File: config.mk
export PLATFORM = sky130hd
export DESIGN_NAME = noc_xbar_pipe
export DESIGN_NICKNAME = d
export VERILOG_FILES = /design/src/rtl/noc_pkg.sv /design/src/rtl/noc_credit_ctr.sv /design/src/rtl/noc_xbar_pipe.sv
export SDC_FILE = /design/constraint.sdc
export NUM_CORES = 2
export LEC_CHECK = 0
export ABC_AREA = 0
export ABC_CLOCK_PERIOD_IN_PS = 7350
export CAP_MARGIN = 20
export CELL_PAD_IN_SITES_DETAIL_PLACEMENT = 1
export CELL_PAD_IN_SITES_GLOBAL_PLACEMENT = 2
export CORE_MARGIN = 3
export CORE_UTILIZATION = 29
export CTS_BUF_LIST = sky130_fd_sc_hd__clkbuf_8
export DETAILED_ROUTE_END_ITERATION = 8
export PLACE_DENSITY = 0.92
export SLEW_MARGIN = 25
export SYNTH_ARGS = -nofsm -noshare
export SYNTH_HDL_FRONTEND = slang
export SYNTH_SLANG_ARGS = --single-unit
File: constraint.sdc
create_clock -name clk -period 7.35 [get_ports clk]
set_input_delay 1.47 -clock clk [delete_from_list [all_inputs] [get_ports clk]]
set_output_delay 1.47 -clock clk [all_outputs]
set_load 0.02 [all_outputs]
File: src/rtl/noc_pkg.sv
// Shared constants for the NoC router datapath: port indices, widths and the
// "no source" select encoding used by the crossbar allocator interface.
package noc_pkg;

  localparam int NOC_NUM_PORTS    = 5;
  localparam int NOC_DATA_W       = 64;
  localparam int NOC_NUM_VC       = 4;
  localparam int NOC_VC_W         = $clog2(NOC_NUM_VC);
  localparam int NOC_CREDIT_DEPTH = 4;
  localparam int NOC_SEL_W        = $clog2(NOC_NUM_PORTS + 1);

  typedef enum logic [NOC_SEL_W-1:0] {
    PORT_N = 3'd0,
    PORT_E = 3'd1,
    PORT_S = 3'd2,
    PORT_W = 3'd3,
    PORT_L = 3'd4
  } port_e;

  localparam logic [NOC_SEL_W-1:0] SEL_NONE = '1;

endpackage

File: src/rtl/noc_credit_ctr.sv
// Per-output, per-VC downstream credit counter. Starts full, counts down on
// each forwarded flit and back up on each returned credit, saturating at full.
module noc_credit_ctr
  import noc_pkg::*;
#(
  parameter int DEPTH = NOC_CREDIT_DEPTH,
  parameter int CNT_W = $clog2(DEPTH + 1)
) (
  input  logic clk,
  input  logic rst_n,
  input  logic consume,
  input  logic credit_ret,
  output logic has_credit,
  output logic overflow
);

  localparam logic [CNT_W-1:0] FULL = CNT_W'(DEPTH);

  logic [CNT_W-1:0] cnt_q, cnt_d;

  // A simultaneous consume and return cancel out, so only the lone cases move the count
  always_comb begin
    cnt_d    = cnt_q;
    overflow = 1'b0;
    if (consume && !credit_ret) begin
      if (cnt_q != '0) cnt_d = cnt_q - 1'b1;
    end else if (credit_ret && !consume) begin
      if (cnt_q == FULL) overflow = 1'b1;
      else               cnt_d = cnt_q + 1'b1;
    end
  end

  assign has_credit = (cnt_q != '0);

  always_ff @(posedge clk or negedge rst_n) begin
    if (!rst_n) cnt_q <= FULL;
    else        cnt_q <= cnt_d;
  end

endmodule

File: src/rtl/noc_xbar_pipe.sv
// Registered NoC crossbar: per-output source select with wormhole locking,
// credit-gated transfers and a one-cycle output register.
module noc_xbar_pipe
  import noc_pkg::*;
#(
  parameter int NUM_PORTS    = NOC_NUM_PORTS,
  parameter int DATA_W       = NOC_DATA_W,
  parameter int NUM_VC       = NOC_NUM_VC,
  parameter int VC_W         = $clog2(NUM_VC),
  parameter int CREDIT_DEPTH = NOC_CREDIT_DEPTH,
  parameter int SEL_W        = $clog2(NUM_PORTS + 1)
) (
  input  logic                        clk,
  input  logic                        rst_n,
  input  logic [NUM_PORTS*DATA_W-1:0] in_data,
  input  logic [NUM_PORTS-1:0]        in_valid,
  input  logic [NUM_PORTS*VC_W-1:0]   in_vc,
  input  logic [NUM_PORTS-1:0]        in_tail,
  output logic [NUM_PORTS-1:0]        in_ready,
  input  logic [NUM_PORTS*SEL_W-1:0]  out_sel,
  input  logic [NUM_PORTS-1:0]        out_sel_en,
  output logic [NUM_PORTS*DATA_W-1:0] out_data,
  output logic [NUM_PORTS-1:0]        out_valid,
  output logic [NUM_PORTS*VC_W-1:0]   out_vc,
  input  logic [NUM_PORTS*NUM_VC-1:0] credit_in,
  output logic [1:0]                  err_sticky
);

  // Lock state is a one-hot of the owning input; all-zero means unlocked
  logic [NUM_PORTS-1:0]        lock_q [NUM_PORTS];
  logic [NUM_PORTS-1:0]        lock_d [NUM_PORTS];
  logic [NUM_PORTS-1:0]        src_oh [NUM_PORTS];
  logic [NUM_PORTS-1:0]        xfer;
  logic [NUM_PORTS*NUM_VC-1:0] has_credit, overflow, consume;
  logic                        conflict;

  logic [NUM_PORTS*DATA_W-1:0] out_data_q, out_data_d;
  logic [NUM_PORTS-1:0]        out_valid_q, out_valid_d;
  logic [NUM_PORTS*VC_W-1:0]   out_vc_q, out_vc_d;
  logic [1:0]                  err_q, err_d;

  // Locked outputs claim their input first; unlocked selects then resolve lowest-index-first
  always_comb begin
    logic [NUM_PORTS-1:0] taken, wanted, req;
    taken    = '0;
    wanted   = '0;
    req      = '0;
    conflict = 1'b0;
    for (int o = 0; o < NUM_PORTS; o++) begin
      src_oh[o] = lock_q[o];
      taken     = taken | lock_q[o];
    end
    for (int o = 0; o < NUM_PORTS; o++) begin
      if (lock_q[o] == '0) begin
        req = '0;
        if (out_sel_en[o]) begin
          for (int i = 0; i < NUM_PORTS; i++) begin
            if (out_sel[o*SEL_W +: SEL_W] == SEL_W'(i)) req[i] = 1'b1;
          end
        end
        if ((req & wanted) != '0) conflict = 1'b1;
        wanted = wanted | req;
        if ((req & taken) == '0) begin
          src_oh[o] = req;
          taken     = taken | req;
        end
      end
    end
  end

  for (genvar go = 0; go < NUM_PORTS; go++) begin : g_mux
    logic              flit_valid, flit_tail, flit_credit;
    logic [DATA_W-1:0] flit_data;
    logic [VC_W-1:0]   flit_vc;

    always_comb begin
      flit_valid  = 1'b0;
      flit_tail   = 1'b0;
      flit_data   = '0;
      flit_vc     = '0;
      flit_credit = 1'b0;
      for (int i = 0; i < NUM_PORTS; i++) begin
        if (src_oh[go][i]) begin
          flit_valid = in_valid[i];
          flit_tail  = in_tail[i];
          flit_data  = in_data[i*DATA_W +: DATA_W];
          flit_vc    = in_vc[i*VC_W +: VC_W];
        end
      end
      for (int v = 0; v < NUM_VC; v++) begin
        if (flit_vc == VC_W'(v)) flit_credit = has_credit[go*NUM_VC + v];
      end
    end

    assign xfer[go] = rst_n & flit_valid & flit_credit;
    assign lock_d[go] = xfer[go] ? (flit_tail ? '0 : src_oh[go]) : lock_q[go];
    assign out_valid_d[go] = xfer[go];
    assign out_data_d[go*DATA_W +: DATA_W] = xfer[go] ? flit_data : out_data_q[go*DATA_W +: DATA_W];
    assign out_vc_d[go*VC_W +: VC_W] = xfer[go] ? flit_vc : out_vc_q[go*VC_W +: VC_W];

    for (genvar gv = 0; gv < NUM_VC; gv++) begin : g_consume
      assign consume[go*NUM_VC + gv] = xfer[go] & (flit_vc == VC_W'(gv));
    end
  end

  for (genvar gc = 0; gc < NUM_PORTS*NUM_VC; gc++) begin : g_credit
    noc_credit_ctr #(
      .DEPTH(CREDIT_DEPTH)
    ) u_ctr (
      .clk        (clk),
      .rst_n      (rst_n),
      .consume    (consume[gc]),
      .credit_ret (credit_in[gc]),
      .has_credit (has_credit[gc]),
      .overflow   (overflow[gc])
    );
  end

  always_comb begin
    in_ready = '0;
    for (int o = 0; o < NUM_PORTS; o++) begin
      for (int i = 0; i < NUM_PORTS; i++) begin
        if (xfer[o] && src_oh[o][i]) in_ready[i] = 1'b1;
      end
    end
  end

  always_comb begin
    err_d    = err_q;
    err_d[0] = err_q[0] | (|overflow);
    err_d[1] = err_q[1] | conflict;
  end

  always_ff @(posedge clk or negedge rst_n) begin
    if (!rst_n) begin
      out_data_q  <= '0;
      out_valid_q <= '0;
      out_vc_q    <= '0;
      err_q       <= '0;
      for (int o = 0; o < NUM_PORTS; o++) lock_q[o] <= '0;
    end else begin
      out_data_q  <= out_data_d;
      out_valid_q <= out_valid_d;
      out_vc_q    <= out_vc_d;
      err_q       <= err_d;
      for (int o = 0; o < NUM_PORTS; o++) lock_q[o] <= lock_d[o];
    end
  end

  assign out_data   = out_data_q;
  assign out_valid  = out_valid_q;
  assign out_vc     = out_vc_q;
  assign err_sticky = err_q;

endmodule

* Yosys cells after proc, flatten, opt, wreduce, memory -nomap -nowiden
Index checks and enable logic that the tools add are counted.
Storage, ports and cells: register bits after elaboration 422, output and inout bits 342
Operators by class: $add $sub $neg 40, equal/unequal tests 95, mux-type cells 355, bitwise operators 52, reduce and logical (&&, ||, !) cells 190
Operators by type and width (number):
- 64-bit 2-to-1 mux | 25
- 3-bit 2-to-1 mux | 80
- 1-bit 2-to-1 mux | 188
- 5-bit 2-to-1 mux | 37
- 2-bit by 1-bit inequality test with 1-bit output (second input constant) | 40
- 3-bit == test (second input constant) | 25
- 1-bit logical AND | 65
- 3-bit by 1-bit adder with 3-bit output (second input constant) | 20
- 3-bit AND reduction | 20
- 3-bit nonzero test | 20
- 3-bit by 1-bit subtractor with 3-bit output (second input constant) | 20
- 5-bit OR | 11
- 5-bit logical NOT | 10
- 2-bit 2-to-1 mux | 25
- 5-bit bitwise AND | 9
- 1-bit logical NOT | 40
- 2-bit nonzero test | 20
- 1-bit bitwise AND | 30
- 3-bit by 2-bit == test with 1-bit output (second input constant) | 10
- 2-bit == test (second input constant) | 10
- 5-bit nonzero test | 4
- 20-bit OR reduction | 1
- 3-bit by 1-bit == test with 1-bit output (second input constant) | 5
- 3-bit logical NOT | 5
- 3 further kinds | 12

* Longest topological paths before layout
word-level depth 42, gate-level depth with buffers 22

* Cells and area by module
A second synthesis with hierarchy kept.
Unflattened totals: cell total of the unflattened synthesis 4321, area total of the unflattened synthesis 33325.7 um2
Modules (own cells, without submodules):
- noc_xbar_pipe | times used 1, cells each 3739, area an instance 28182.0 um2
- noc_credit_ctr at g_credit[0].u_ctr ... | times used 14, cells each 29, area an instance 252.7 um2
- noc_credit_ctr at g_credit[5].u_ctr ... | times used 5, cells each 29, area an instance 266.5 um2
- noc_credit_ctr at g_credit[4].u_ctr | times used 1, cells each 31, area an instance 272.8 um2

* Worst setup path before layout
Ideal clock, no wire load.
path kind input port to output port, from input port out_sel[0], to output port in_ready[2], arrival time 5.576 ns, required time 5.880 ns, slack 0.304 ns, stages on the path 16, path buffers 2, cell sequence buf_2 > nor2b_1 > a22o_1 > o211ai_2 > o21ai_1 > o311ai_1 > nand4_1 > a31o_2 > and3_1 > o22ai_1 > o21ai_1 > or2_1 > a211oi_2 > nor2_2 > buf_2 > o221ai_1
Between the ends: longest elaborated chain between the ends 37
RTL lines:
- start, declared | line noc_xbar_pipe.sv:20 | input logic [NUM_PORTS*SEL_W-1:0] out_sel,
- 3-bit by 1-bit == test with 1-bit output (tied with other cells) | line noc_xbar_pipe.sv:58 | if (out_sel[o*SEL_W +: SEL_W] == SEL_W'(i)) req[i] = 1'b1;
- 1-bit 2-to-1 mux | line noc_xbar_pipe.sv:58
- 5-bit 2-to-1 mux * | line noc_xbar_pipe.sv:56 | if (out_sel_en[o]) begin
- 5-bit 2-to-1 mux * | line noc_xbar_pipe.sv:54 | if (lock_q[o] == '0) begin
- 5-bit bitwise AND | line noc_xbar_pipe.sv:63 | if ((req & taken) == '0) begin
- 5-bit logical NOT | line noc_xbar_pipe.sv:63
- 5-bit 2-to-1 mux | line noc_xbar_pipe.sv:63
- 5-bit 2-to-1 mux | line noc_xbar_pipe.sv:54
- (+14 left out)
- 5-bit 2-to-1 mux | line noc_xbar_pipe.sv:63
- 5-bit 2-to-1 mux | line noc_xbar_pipe.sv:54
- 2-bit 2-to-1 mux (5 in a row) | line noc_xbar_pipe.sv:83 | if (src_oh[go][i]) begin
- 2-bit logical NOT | line noc_xbar_pipe.sv:91 | if (flit_vc == VC_W'(v)) flit_credit = has_credit[go*NUM_VC + v];
- 1-bit 2-to-1 mux (4 in a row) | line noc_xbar_pipe.sv:91
- 1-bit bitwise AND | line noc_xbar_pipe.sv:95 | assign xfer[go] = rst_n & flit_valid & flit_credit;
- 1-bit logical AND | line noc_xbar_pipe.sv:123 | if (xfer[o] && src_oh[o][i]) in_ready[i] = 1'b1;
- 1-bit 2-to-1 mux * | line noc_xbar_pipe.sv:123
- end, declared | line noc_xbar_pipe.sv:19 | output logic [NUM_PORTS-1:0] in_ready,
Mark *: on every way between the ends. The rest lies on a longest branch, timed or not. The select of a mux whose other input is x is not followed.

* Final worst setup path
from input port out_sel_en[0], to output port in_ready[3]
Between the ends: longest elaborated chain between the ends 35
RTL lines:
- start, declared | line noc_xbar_pipe.sv:21 | input logic [NUM_PORTS-1:0] out_sel_en,
- 5-bit 2-to-1 mux * | line noc_xbar_pipe.sv:56
- 5-bit 2-to-1 mux * | line noc_xbar_pipe.sv:54
- 5-bit bitwise AND | line noc_xbar_pipe.sv:63
- 5-bit logical NOT | line noc_xbar_pipe.sv:63
- 5-bit 2-to-1 mux | line noc_xbar_pipe.sv:63
- 5-bit 2-to-1 mux | line noc_xbar_pipe.sv:54
- 5-bit bitwise AND | line noc_xbar_pipe.sv:63
- 5-bit logical NOT | line noc_xbar_pipe.sv:63
- (+12 left out)
- 5-bit 2-to-1 mux | line noc_xbar_pipe.sv:63
- 5-bit 2-to-1 mux | line noc_xbar_pipe.sv:54
- 2-bit 2-to-1 mux (5 in a row) | line noc_xbar_pipe.sv:83
- 2-bit logical NOT | line noc_xbar_pipe.sv:91
- 1-bit 2-to-1 mux (4 in a row) | line noc_xbar_pipe.sv:91
- 1-bit bitwise AND | line noc_xbar_pipe.sv:95
- 1-bit logical AND | line noc_xbar_pipe.sv:123
- 1-bit 2-to-1 mux * | line noc_xbar_pipe.sv:123
Marked as above.

==> flow_summary.ini <==
[yosys]
ys_ff_latch = 422
ys_warn_count = 0
syn_inst = 4499
synth_ff_type = dfrtp_1
synth.cell_area_um2 = 32400
synth_edf_count = 0
synth_seq_area_share = 0.327
syn_nets = 4901
synth.distinct_cells = 94
async_flop_share = 1.00
synth_area_per_cell_um2 = 7.20

[clocking]
cts_buffer_depth = 3
h-tree-depth = 3
postCtsHoldBufs = 0
cts_tree = done
clockRootBuffer = clkbuf_8
path_clk_slew_ns = 0.06
cts_buffers = 87
clock_latency_ns = 0.76
clock_sinks = 422

[placed_design]
place.port_buffers = 723
place_area_um2 = 42400
dpl.hpwl_um = 140000
pre_cts_ws_ns = -0.674
gp_congestion = 1.00

[pwr]
ir_drop_uv = 293
pwr-share-clk = 0.135
p_per_area_nw_per_um2 = 488
internal-power_mw = 10.3
fin_total_pwr_mw = 21.9
leakage_nw = 17.8
switching_share = 0.529
pwr-share-comb = 0.675
switchingPower_mw = 11.6
pwr-share-seq = 0.191

[worst_setup_path]
required_ns = 5.88
worst_setup_path_end_kind = primary output
critPathTopFamily = compound AO/OA/AOI/OAI gates
cp.arrival_ns = 5.78
critPathBufInv = 7
path_common_cell = buf_4
crit_type = in -> out
crit_path_start_kind = primary input
max_stage_delay_ns = 0.34
crit_path_cell_trace = dlygate4sd2_1 -> buf_4 -> nor4b_2 -> buf_4 -> and4b_1 -> nor2_1 -> o211ai_1 -> a211o_1 -> nor3_1 -> o211a_2 -> o31a_4 -> buf_4 -> nor2_1 -> a211o_1 -> a31o_1 -> a2111oi_4 -> buf_6 -> o21ai_0 -> o211ai_1 -> buf_4 -> buf_4
critPathSlowestCell = a211o_1
worstPathMaxFanout = 6

[sta]
fmax_mhz = 138
setup-tns-final_ns = 0
tightest_slew_ns = 1.10
rsz0062_at_grt = yes
hold_viol = 0
fin_crit_ns = 7.25
slew_headroom = 0.263
fin_crit_sh = 0.986
holdWs_ns = 0.479
finClkSkew_ns = 0.0400
layout_setup_ws_ns = 0.105
finalMaxSlewViolations = 0
setup-violations-final = 0

[routing]
vias = 41030
wl_um = 198000
dr.pass1.iters = 6
wl_per_cell_um = 29.1
drtIter0Drc = 3939
vias_per_cell = 6.02
drc = 0
drtAntennaViolNets = 0

[die]
initial_utilization = 0.295
design.die.area_um2 = 116000
die_h_um = 340
num_io_pins = 724
die_x_um = 340
rows = 121
core_um2 = 110000

[finish]
regArea_um2 = 10600
fin_area_um2 = 44800
syn2layout_area_growth_pct = 38.5
final_nets = 5606
multiInputGateArea_um2 = 20500
final.fill_count = 13376
drive_gt1_frac = 0.107

[global_routing]
overflow = 0
grt_max_degree = 129
grt_pass1_wl_um = 288000
grt_usage = 0.329
grt_pass1_vias = 41071
grt_antenna_before_repair = 87

[job]
drv_cap = 0

[min_path]
holdCritPathClass = reg -> reg

[outcome]
status = finished, final reports clean
## layout make-up
| cell class | count | share of cell area |
|---|---|---|
| Tap cell | 1476 | 0.0412 |
| Multi-Input combinational cell | 3602 | 0.457 |
| Timing Repair Buffer | 1021 | 0.211 |
| Clock buffer | 119 | 0.0365 |
| Antenna cell | 65 | 0.00363 |
| Inverter | 70 | 0.00586 |
| Sequential cell | 422 | 0.236 |
| Clock inverter | 36 | 0.00806 |
## cells by family (layout without fill, tap and decap cells)
family / Yosys count / after routing / share of synthesized area
AND/OR/NAND/NOR: 1711 / 1711 / 0.227
AO/OA/AOI/OAI: 1738 / 1738 / 0.335
flip-flops: 422 / 422 / 0.327
XOR/XNOR: 28 / 28 / 0.00757
buffers and inverters: 475 / 1246 / 0.0558
other: 0 / 65 / 0
adder cells (fa/ha/maj): 20 / 20 / 0.0124
multiplexers: 105 / 105 / 0.0354
## power groups by stage
stage	registers (mW)	logic, mW	clock network [mW]
6_report	4.17	14.8	2.94
3_5_place_dp	4.16	14.3	0
4_1_cts	4.14	14.5	3.00
5_1_grt	4.25	15.8	3.10
3_3_place_gp	4.14	14.1	0
2_1_floorplan	4.62	7.44	0
## routing by layer
| layer | up-vias | share of wire | track usage |
|---|---|---|---|
| met5 | - | 0.0012 | 0 |
| met4 | 32 | 0.049 | 0.173 |
| met3 | 485 | 0.088 | 0.0836 |
| met2 | 1968 | 0.45 | 0.514 |
| met1 | 20664 | 0.41 | 0.418 |
| li1 | 17881 | - | - |
## path summary, 6_finish.rpt
check,start,end,slack [ns],cells after the start
max,out_sel_en[0],in_ready[3],0.10,21
min,out_data[214],out_data[214],0.48,2
max reg2reg,lock_q[14],out_data[274],1.08,21
min reg2reg,out_data[214],out_data[214],0.48,2
max in group asynchronous,rst_n,out_data[34],4.54,3
min in group asynchronous,rst_n,out_data[261],0.68,1
## worst register-to-register path: stages (launching register included)
cell	delay, ns
dfrtp_1	0.45
or4_1	0.66
or2_1	0.32
buf_4	0.18
a22o_4	0.24
nor3_4	0.25
buf_4	0.18
nor3_1	0.08
nor4_4	0.28
o221ai_4	0.22
buf_6	0.17
o31a_4	0.32
buf_4	0.15
nor2_1	0.12
a211o_1	0.20
a31o_1	0.25
a2111oi_4	0.06
buf_6	0.17
nor2_4	0.09
buf_4	0.50
buf_4	0.81
mux2_1	0.46
## cells in the mapped netlist (all sizes together), types with 10 or more instances
| cell type | count | area, µm² |
|---|---|---|
| a211oi | 142 | 1070 |
| a21o | 11 | 82.6 |
| a21oi | 532 | 2660 |
| a221oi | 141 | 1230 |
| a22o | 10 | 87.6 |
| a22oi | 76 | 571 |
| a31oi | 18 | 113 |
| and3 | 14 | 87.6 |
| buf | 95 | 380 |
| clkbuf | 310 | 1160 |
| dfrtp | 402 | 10100 |
| dfstp | 20 | 526 |
| fa | 20 | 400 |
| inv | 67 | 251 |
| mux2 | 76 | 856 |
| mux2i | 29 | 290 |
| nand2 | 618 | 2320 |
| nand2b | 27 | 169 |
| nand3 | 164 | 821 |
| nand4 | 10 | 62.6 |
| nor2 | 649 | 2440 |
| nor2b | 14 | 87.6 |
| nor3 | 110 | 572 |
| o211ai | 78 | 591 |
| o21ai | 532 | 2660 |
| o22ai | 16 | 100 |
| o311ai | 77 | 674 |
| o31ai | 12 | 123 |
| or2 | 12 | 75.1 |
| or3 | 16 | 100 |
| xnor2 | 12 | 105 |
| xor2 | 16 | 140 |
## cell usage in the layout, fill, tap and decap left out, types with 12 or more instances in the layout
cell type / n
or3_1: 15
dfrtp_1: 402
and3_1: 14
nand2_1: 614
clkbuf_8: 119
a31oi_1: 14
o22ai_1: 15
mux2_1: 63
xor2_1: 16
nand3_1: 164
xnor2_1: 12
mux2i_1: 29
diode_2: 65
inv_1: 82
buf_4: 293
clkdlybuf4s50_1: 705
o311ai_0: 74
a211oi_1: 140
nor3_1: 106
o21ai_0: 527
nor2_1: 643
o211ai_1: 77
mux2_2: 12
fa_1: 20
a221oi_1: 139
nor2b_1: 13
a21oi_1: 526
dfstp_2: 20
nand2b_1: 25
a22oi_1: 74
## metrics by stage
step / cells / utilization
2_1_floorplan: 4499 / -
3_3_place_gp: 6578 / 0.386
3_5_place_dp: 6578 / 0.386
4_1_cts: 6740 / 0.406
5_1_grt: 6803 / 0.408
6_report: 6811 / 0.409
## registers in the layout, indices dropped and copies added, names as in the netlist
register,cells
out_data,320
g_credit.u_ctr.cnt_q,60
lock_q,25
out_vc,10
out_valid,5
err_sticky,2
## what timing repair did
item	in CTS	in global routing
endpoints found under the setup margin	5	5
hold endpoints to repair	0	0
setup buffers	7	6
gates resized for setup	61	27
pin swaps	18	16
Note: power is estimated with default switching activity, not from simulation.
